### src/rtl/nes_pkg.sv
`default_nettype none
// ============================================================================
// nes_pkg : shared NES controller types and constants
// Rev 1.0 : initial release
// ============================================================================
package nes_pkg;

  typedef enum logic [2:0] {
    IDLE   = 3'd0,
    LATCH  = 3'd1,
    LAT_LO = 3'd2,
    CLK_HI = 3'd3,
    CLK_LO = 3'd4,
    DONE   = 3'd5
  } joypad_state_t;

  localparam logic [7:0] JOY_OPEN_BUS = 8'h40;

  localparam int BTN_A      = 0;
  localparam int BTN_B      = 1;
  localparam int BTN_SELECT = 2;
  localparam int BTN_START  = 3;
  localparam int BTN_UP     = 4;
  localparam int BTN_DOWN   = 5;
  localparam int BTN_LEFT   = 6;
  localparam int BTN_RIGHT  = 7;

endpackage : nes_pkg
`default_nettype wire

### src/rtl/joypad_if_if.sv
`default_nettype none
// ============================================================================
// joypad_if_if : CPU-side register access bus for $4016/$4017
// Rev 1.0 : initial release
// ============================================================================
interface joypad_if_if;
  logic       clock_en;
  logic       io_en;
  logic       io_rw;
  logic       io_port;
  logic [7:0] io_wr_data;
  logic [7:0] io_rd_data;

  modport master (output clock_en, io_en, io_rw, io_port, io_wr_data,
                  input  io_rd_data);
  modport slave  (input  clock_en, io_en, io_rw, io_port, io_wr_data,
                  output io_rd_data);
endinterface : joypad_if_if
`default_nettype wire

### src/rtl/joypad_poller.sv
`default_nettype none
// ============================================================================
// joypad_poller : pad-bus tick generator, input synchroniser, poll FSM and
//                 snapshot registers. Macro JOYPAD_P2_EN builds the P2 path.
// Rev 1.0 : initial release
// ============================================================================
module joypad_poller
  import nes_pkg::*;
#(
  parameter int TICK_DIV   = 256,
  parameter int POLL_TICKS = 512
) (
  input  logic       clock,
  input  logic       reset_n,
  input  logic [1:0] pad_data,
  output logic       pad_latch,
  output logic       pad_clk,
  output logic [7:0] snap_p1,
  output logic [7:0] snap_p2,
  output logic [7:0] snap_nxt_p1,
  output logic [7:0] snap_nxt_p2
);

  localparam int TW = (TICK_DIV   > 1) ? $clog2(TICK_DIV)   : 1;
  localparam int PW = (POLL_TICKS > 1) ? $clog2(POLL_TICKS) : 1;
  localparam logic [TW-1:0] TICK_MAX = TW'(TICK_DIV - 1);
  localparam logic [PW-1:0] POLL_MAX = PW'(POLL_TICKS - 1);

  logic [1:0]    r_sync1, r_sync2;
  logic [1:0]    w_pressed;
  logic [TW-1:0] r_tick_cnt;
  logic          w_tick;
  logic [PW-1:0] r_poll_cnt;
  logic          r_ph;
  logic [2:0]    r_bit_cnt;
  logic [7:0]    r_work_p1, r_snap_p1;
  joypad_state_t r_state, w_state_nxt;

  assign w_pressed = ~r_sync2;
  assign w_tick    = (r_tick_cnt == TICK_MAX);

  always_ff @(posedge clock or negedge reset_n) begin
    if (!reset_n) begin
      r_sync1    <= '0;
      r_sync2    <= '0;
      r_tick_cnt <= '0;
    end else begin
      r_sync1    <= pad_data;
      r_sync2    <= r_sync1;
      r_tick_cnt <= w_tick ? '0 : r_tick_cnt + TW'(1);
    end
  end

  always_ff @(posedge clock or negedge reset_n) begin
    if (!reset_n) r_state <= IDLE;
    else          r_state <= w_state_nxt;
  end

  always_comb begin
    w_state_nxt = r_state;
    pad_latch   = 1'b0;
    pad_clk     = 1'b0;
    case (r_state)
      IDLE:    if (w_tick && r_poll_cnt == POLL_MAX) w_state_nxt = LATCH;
      LATCH: begin
        pad_latch = 1'b1;
        if (w_tick && r_ph) w_state_nxt = LAT_LO;
      end
      LAT_LO:  if (w_tick) w_state_nxt = CLK_HI;
      CLK_HI: begin
        pad_clk = 1'b1;
        if (w_tick) w_state_nxt = CLK_LO;
      end
      CLK_LO:  if (w_tick) w_state_nxt = (r_bit_cnt == 3'd7) ? DONE : CLK_HI;
      DONE:    w_state_nxt = IDLE;
      default: w_state_nxt = IDLE;
    endcase
  end

  always_ff @(posedge clock or negedge reset_n) begin
    if (!reset_n) begin
      r_poll_cnt <= '0;
      r_ph       <= 1'b0;
      r_bit_cnt  <= '0;
      r_work_p1  <= '0;
      r_snap_p1  <= '0;
    end else begin
      case (r_state)
        IDLE:   if (w_tick) r_poll_cnt <= (r_poll_cnt == POLL_MAX) ? '0 : r_poll_cnt + PW'(1);
        LATCH:  if (w_tick) r_ph <= ~r_ph;
        LAT_LO: if (w_tick) begin
          r_work_p1[0] <= w_pressed[0];
          r_bit_cnt    <= 3'd1;
        end
        CLK_LO: if (w_tick) begin
          r_work_p1[r_bit_cnt] <= w_pressed[0];
          r_bit_cnt            <= r_bit_cnt + 3'd1;
        end
        DONE: begin
          r_snap_p1  <= r_work_p1;
          r_poll_cnt <= '0;
        end
        default: ;
      endcase
    end
  end

  assign snap_p1     = r_snap_p1;
  // Value the snapshot takes at the next edge, so a coincident strobe load sees it.
  assign snap_nxt_p1 = (r_state == DONE) ? r_work_p1 : r_snap_p1;

`ifdef JOYPAD_P2_EN
  logic [7:0] r_work_p2, r_snap_p2;

  always_ff @(posedge clock or negedge reset_n) begin
    if (!reset_n) begin
      r_work_p2 <= '0;
      r_snap_p2 <= '0;
    end else begin
      if (w_tick && r_state == LAT_LO) r_work_p2[0]         <= w_pressed[1];
      if (w_tick && r_state == CLK_LO) r_work_p2[r_bit_cnt] <= w_pressed[1];
      if (r_state == DONE)             r_snap_p2            <= r_work_p2;
    end
  end

  assign snap_p2     = r_snap_p2;
  assign snap_nxt_p2 = (r_state == DONE) ? r_work_p2 : r_snap_p2;
`else
  logic w_unused_p2;
  assign w_unused_p2 = w_pressed[1];
  assign snap_p2     = 8'h00;
  assign snap_nxt_p2 = 8'h00;
`endif

endmodule : joypad_poller
`default_nettype wire

### src/rtl/joypad_if.sv
`default_nettype none
// ============================================================================
// joypad_if : $4016/$4017 controller port - strobe, shift registers, read mux.
//             Macro JOYPAD_P2_EN builds the P2 ($4017) shift path.
// Rev 1.0 : initial release
// ============================================================================
module joypad_if
  import nes_pkg::*;
#(
  parameter int TICK_DIV   = 256,
  parameter int POLL_TICKS = 512
) (
  input  logic        clock,
  input  logic        reset_n,
  joypad_if_if.slave  bus,
  output logic        pad_latch,
  output logic        pad_clk,
  input  logic [1:0]  pad_data,
  output logic [7:0]  snap_p1,
  output logic [7:0]  snap_p2
);

  logic [7:0] w_snap_nxt_p1, w_snap_nxt_p2;
  logic       r_strobe;
  logic [7:0] r_shift_p1;
  logic       w_wr, w_rd, w_shift_p1;
  logic       w_unused_bits;

  joypad_poller #(
    .TICK_DIV   (TICK_DIV),
    .POLL_TICKS (POLL_TICKS)
  ) u_poller (
    .clock       (clock),
    .reset_n     (reset_n),
    .pad_data    (pad_data),
    .pad_latch   (pad_latch),
    .pad_clk     (pad_clk),
    .snap_p1     (snap_p1),
    .snap_p2     (snap_p2),
    .snap_nxt_p1 (w_snap_nxt_p1),
    .snap_nxt_p2 (w_snap_nxt_p2)
  );

  // $4017 writes belong to the APU frame counter and are ignored here.
  assign w_wr       = bus.clock_en & bus.io_en & bus.io_rw & ~bus.io_port;
  assign w_rd       = bus.io_en & ~bus.io_rw;
  assign w_shift_p1 = w_rd & bus.clock_en & ~r_strobe & ~bus.io_port;

  always_ff @(posedge clock or negedge reset_n) begin
    if (!reset_n)  r_strobe <= 1'b0;
    else if (w_wr) r_strobe <= bus.io_wr_data[0];
  end

  always_ff @(posedge clock or negedge reset_n) begin
    if (!reset_n)        r_shift_p1 <= '0;
    else if (r_strobe)   r_shift_p1 <= w_snap_nxt_p1;
    else if (w_shift_p1) r_shift_p1 <= {1'b1, r_shift_p1[7:1]};
  end

`ifdef JOYPAD_P2_EN
  logic [7:0] r_shift_p2;
  logic       w_shift_p2;

  assign w_shift_p2 = w_rd & bus.clock_en & ~r_strobe & bus.io_port;

  always_ff @(posedge clock or negedge reset_n) begin
    if (!reset_n)        r_shift_p2 <= '0;
    else if (r_strobe)   r_shift_p2 <= w_snap_nxt_p2;
    else if (w_shift_p2) r_shift_p2 <= {1'b1, r_shift_p2[7:1]};
  end

  assign w_unused_bits = &{1'b0, bus.io_wr_data[7:1]};
`else
  assign w_unused_bits = &{1'b0, bus.io_wr_data[7:1], w_snap_nxt_p2};
`endif

  always_comb begin
    bus.io_rd_data = JOY_OPEN_BUS;
    if (w_rd && !bus.io_port)
      bus.io_rd_data[0] = r_strobe ? snap_p1[BTN_A] : r_shift_p1[0];
`ifdef JOYPAD_P2_EN
    if (w_rd && bus.io_port)
      bus.io_rd_data[0] = r_strobe ? snap_p2[BTN_A] : r_shift_p2[0];
`endif
  end

endmodule : joypad_if
`default_nettype wire
### src/flat_wrapper.sv
// flat-port wrapper written by rule: the top's interface ports become plain ports
module joypad_if_flat import nes_pkg::*;
#(
  parameter int TICK_DIV   = 256,
  parameter int POLL_TICKS = 512
)
  (clock, reset_n, pad_latch, pad_clk, pad_data, snap_p1, snap_p2, bus_clock_en, bus_io_en, bus_io_rw, bus_io_port, bus_io_wr_data, bus_io_rd_data);
  joypad_if_if bus_i ();
  input  logic clock;
  input  logic reset_n;
  output logic pad_latch;
  output logic pad_clk;
  input  logic [1:0] pad_data;
  output logic [7:0] snap_p1;
  output logic [7:0] snap_p2;
  input wire logic [$bits(bus_i.clock_en)-1:0] bus_clock_en;
  input wire logic [$bits(bus_i.io_en)-1:0] bus_io_en;
  input wire logic [$bits(bus_i.io_rw)-1:0] bus_io_rw;
  input wire logic [$bits(bus_i.io_port)-1:0] bus_io_port;
  input wire logic [$bits(bus_i.io_wr_data)-1:0] bus_io_wr_data;
  output wire logic [$bits(bus_i.io_rd_data)-1:0] bus_io_rd_data;
  assign bus_i.clock_en = bus_clock_en;
  assign bus_i.io_en = bus_io_en;
  assign bus_i.io_rw = bus_io_rw;
  assign bus_i.io_port = bus_io_port;
  assign bus_i.io_wr_data = bus_io_wr_data;
  assign bus_io_rd_data = bus_i.io_rd_data;
  joypad_if #(.TICK_DIV(TICK_DIV), .POLL_TICKS(POLL_TICKS)) u_core (.clock(clock), .reset_n(reset_n), .bus(bus_i), .pad_latch(pad_latch), .pad_clk(pad_clk), .pad_data(pad_data), .snap_p1(snap_p1), .snap_p2(snap_p2));
endmodule
### config.mk
export PLATFORM = sky130hd
export DESIGN_NAME = joypad_if_flat
export DESIGN_NICKNAME = d
export VERILOG_FILES = /design/src/rtl/nes_pkg.sv /design/src/rtl/joypad_if_if.sv /design/src/rtl/joypad_poller.sv /design/src/rtl/joypad_if.sv /design/src/flat_wrapper.sv
export SDC_FILE = /design/constraint.sdc
export NUM_CORES = 1
export LEC_CHECK = 0
export ABC_AREA = 1
export BUFFER_PORTS_ARGS = -buffer_cell sky130_fd_sc_hd__buf_2
export CAP_MARGIN = 20
export CORE_MARGIN = 5
export CORE_UTILIZATION = 50
export CTS_CLUSTER_SIZE = 40
export DETAILED_ROUTE_END_ITERATION = 10
export PLACE_DENSITY = 0.71
export SYNTH_ARGS = -nofsm -noshare
export SYNTH_HDL_FRONTEND = slang
export SYNTH_SLANG_ARGS = --single-unit
### constraint.sdc
create_clock -name clock -period 4.1 [get_ports clock]
set_input_delay 0.615 -clock clock [delete_from_list [all_inputs] [get_ports clock]]
set_output_delay 0.615 -clock clock [all_outputs]
set_load 0.02 [all_outputs]
==> impl_metrics.tcl <==
set metrics [dict create \
    antenna_found_initial 0 \
    period_share 0.499 \
    regArea_sq_um 1280 \
    num_vias 1947 \
    max_freq_mhz 488 \
    cts_resized 0 \
    finalWeightedCongestion 0.821 \
    clk_latency_ps 290 \
    postSynthRegisterBits 51 \
    num_rows 26 \
    gr-total-overflow 0 \
    track_usage 0.149 \
    port_buffers 18 \
    p_sw_frac 0.246 \
    diodes 0 \
    setup_viol 0 \
    drc 0 \
    critical_path_arrival_ps 1430 \
    maxCapViolations 0 \
    cts_max_level 2 \
    hold_buffers 0 \
    yosysWarnings 0 \
    layout-drive-gt1-share 0.136 \
    drt_wl_total_mm 4.52 \
    grt_max_degree 52 \
    avgViaCountPerCell 4.84 \
    clock_path_buffers 2 \
    postCtsSetupBuffers 0 \
    hold_viol_final 0 \
    r2r_setup_slack_ps 2230 \
    grt_pass1_vias 1876 \
    area.growth.synth_to_final_pct 6.20 \
    synthCells 311 \
    die_y_microns 82.7 \
    ys_types 31 \
    wl_per_cell_microns 11.2 \
    internal-power_uw 651 \
    dp_hpwl_mm 3.37 \
    drt.antenna.violating_nets 0 \
    synth_seq_area_share 0.483 \
    syn_avg_cell_area_sq_um 8.50 \
    worstPathRequired_ps 3480 \
    layout.nets 352 \
    rsz0062_at_grt "false" \
    worstMarginPinSlew_ps 638 \
    power.density_nw_per_um2 308 \
    cp_max_fo 15 \
    cts_tree "built" \
    critical_path_class "flop to primary output" \
    combinationalPowerShare 0.068 \
    cts-root-buf "clkbuf_8" \
    hold_class "flop to flop" \
    p_seq_frac 0.612 \
    vdd_drop_max_uv 214 \
    die_w_microns 82.7 \
    end_kind "primary output" \
    min_period_ps 2050 \
    outcome "completed" \
    start_util 0.517 \
    dr.pass1.iters 4 \
    final_util 0.549 \
    ios 42 \
    p_sw_uw 213 \
    finClkSkew_ps 6.57 \
    timing.slew.headroom 0.575 \
    multi_input_area_sq_um 1140 \
    clk_pin_slew_ps 90 \
    p_leak_uw 0.00149 \
    dieArea_sq_um 6840 \
    cp-start-kind "flop" \
    finalSetupTns_ps 0 \
    synth.cell_area_sq_um 2640 \
    fillerInstances 507 \
    core_area_sq_um 5110 \
    drv_slew 0 \
    grt_pass1_wl_mm 7.98 \
    cts-buffers-inserted 5 \
    clock_power_share 0.320 \
    initialDrtViolationCount 80 \
    clock-sinks 51 \
]
-- cells in the mapped netlist (all sizes together) --
cell type  instances  area share
nor2              26       0.054
ha                 5       0.024
nand3             25       0.052
xnor2              3      0.0099
o211ai             5       0.014
o21bai             1      0.0071
clkbuf             1      0.0014
nand4              4      0.0095
buf               18       0.057
a21oi              7       0.018
nor3               1      0.0019
xor2               2      0.0066
a31oi              1      0.0024
conb               2      0.0028
dfrtp             51        0.48
o22ai              1      0.0024
nand2             96        0.15
inv               32       0.045
o21ai             30       0.063
-- registers in the layout (all words and copies together), names as in the netlist --
register	flops
u_core.u_poller.r_ph	1
u_core.u_poller.r_work_p1	8
u_core.u_poller.r_bit_cnt	3
u_core.r_shift_p1	8
u_core.u_poller.r_sync1	1
u_core.u_poller.r_poll_cnt	9
u_core.u_poller.snap_p1	8
u_core.u_poller.r_sync2	1
u_core.u_poller.r_tick_cnt	8
u_core.u_poller.r_state	3
u_core.r_strobe	1
-- worst max-delay path, cell delays in order (launching register included) --
cell     delay [ps]
dfrtp_1         440
inv_1           310
nand2_1          90
a21oi_1         120
buf_2           170
-- cell families after synthesis --
group                    share of synthesized area
AO/OA/AOI/OAI                                0.106
buffers and inverters                        0.104
flip-flops                                   0.483
AND/OR/NAND/NOR                              0.264
other                                      0.00284
XOR/XNOR                                    0.0166
adder cells (fa/ha/maj)                     0.0237
-- cell type report --
cell class | count | area share
sequential | 51 | 0.455
multi-input combinational | 222 | 0.406
inverter | 32 | 0.0428
timing repair buffer | 19 | 0.0348
tap | 70 | 0.0312
clock buffer | 6 | 0.0259
clock inverter | 2 | 0.00446
-- cells in the final DEF, fill, tap and decap left out, drive strengths merged, types with 2 or more instances in the layout --
cell	Yosys	final
nand2	96	96
dfrtp	51	51
inv	32	32
o21ai	30	30
nor2	26	26
nand3	25	25
buf	18	19
conb	2	15
a21oi	7	7
clkbuf	1	6
o211ai	5	5
ha	5	5
nand4	4	4
xnor2	3	3
xor2	2	2
-- layer usage --
metal / up-vias / wire [microns] / GRT usage / part of all wire
met5: - / 0 / 0 / 0
met3: 6 / 178 / 0.0325 / 0.039
met2: 33 / 2170 / 0.253 / 0.48
met1: 901 / 2130 / 0.186 / 0.47
li1: 1007 / - / - / -
met4: 0 / 41 / 0.0539 / 0.0091
-- path summary, 6_finish.rpt --
kind	cells past startpoint	from	to
min in group asynchronous	2	reset_n	u_core.u_poller.r_poll_cnt[4]
setup / recovery	4	u_core.r_strobe	bus_io_rd_data[0]
hold / removal	0	u_core.u_poller.r_sync1[0]	u_core.u_poller.r_sync2[0]
max in group asynchronous	2	reset_n	u_core.u_poller.r_work_p1[6]
hold reg to reg	0	u_core.u_poller.r_sync1[0]	u_core.u_poller.r_sync2[0]
setup reg to reg	11	u_core.u_poller.r_poll_cnt[0]	u_core.u_poller.r_state[0]
-- power groups by stage --
| stage | clock, uW | combinational (uW) | sequential (uW) |
|---|---|---|---|
| final | 276 | 59.1 | 529 |
| after global routing | 310 | 69.7 | 531 |
| after CTS | 292 | 59.9 | 529 |
| after detailed placement | 0 | 60.0 | 539 |
| after global placement | 0 | 58.2 | 539 |
| after floorplan | 0 | 50.3 | 536 |
-- stage by stage --
step / cells / hold WS (ps) / area, sq um / power [uW] / setup WS, ps
floorplan: 324 / 319 / 2690 / 586 / 2300
global placement: 394 / 335 / 2720 / 597 / 2240
detailed placement: 394 / 344 / 2720 / 599 / 2230
CTS: 402 / 366 / 2810 / 882 / 2030
global route: 402 / 378 / 2810 / 911 / 1910
finish: 402 / 359 / 2810 / 864 / 2050
(Power assumes the default switching activity.)
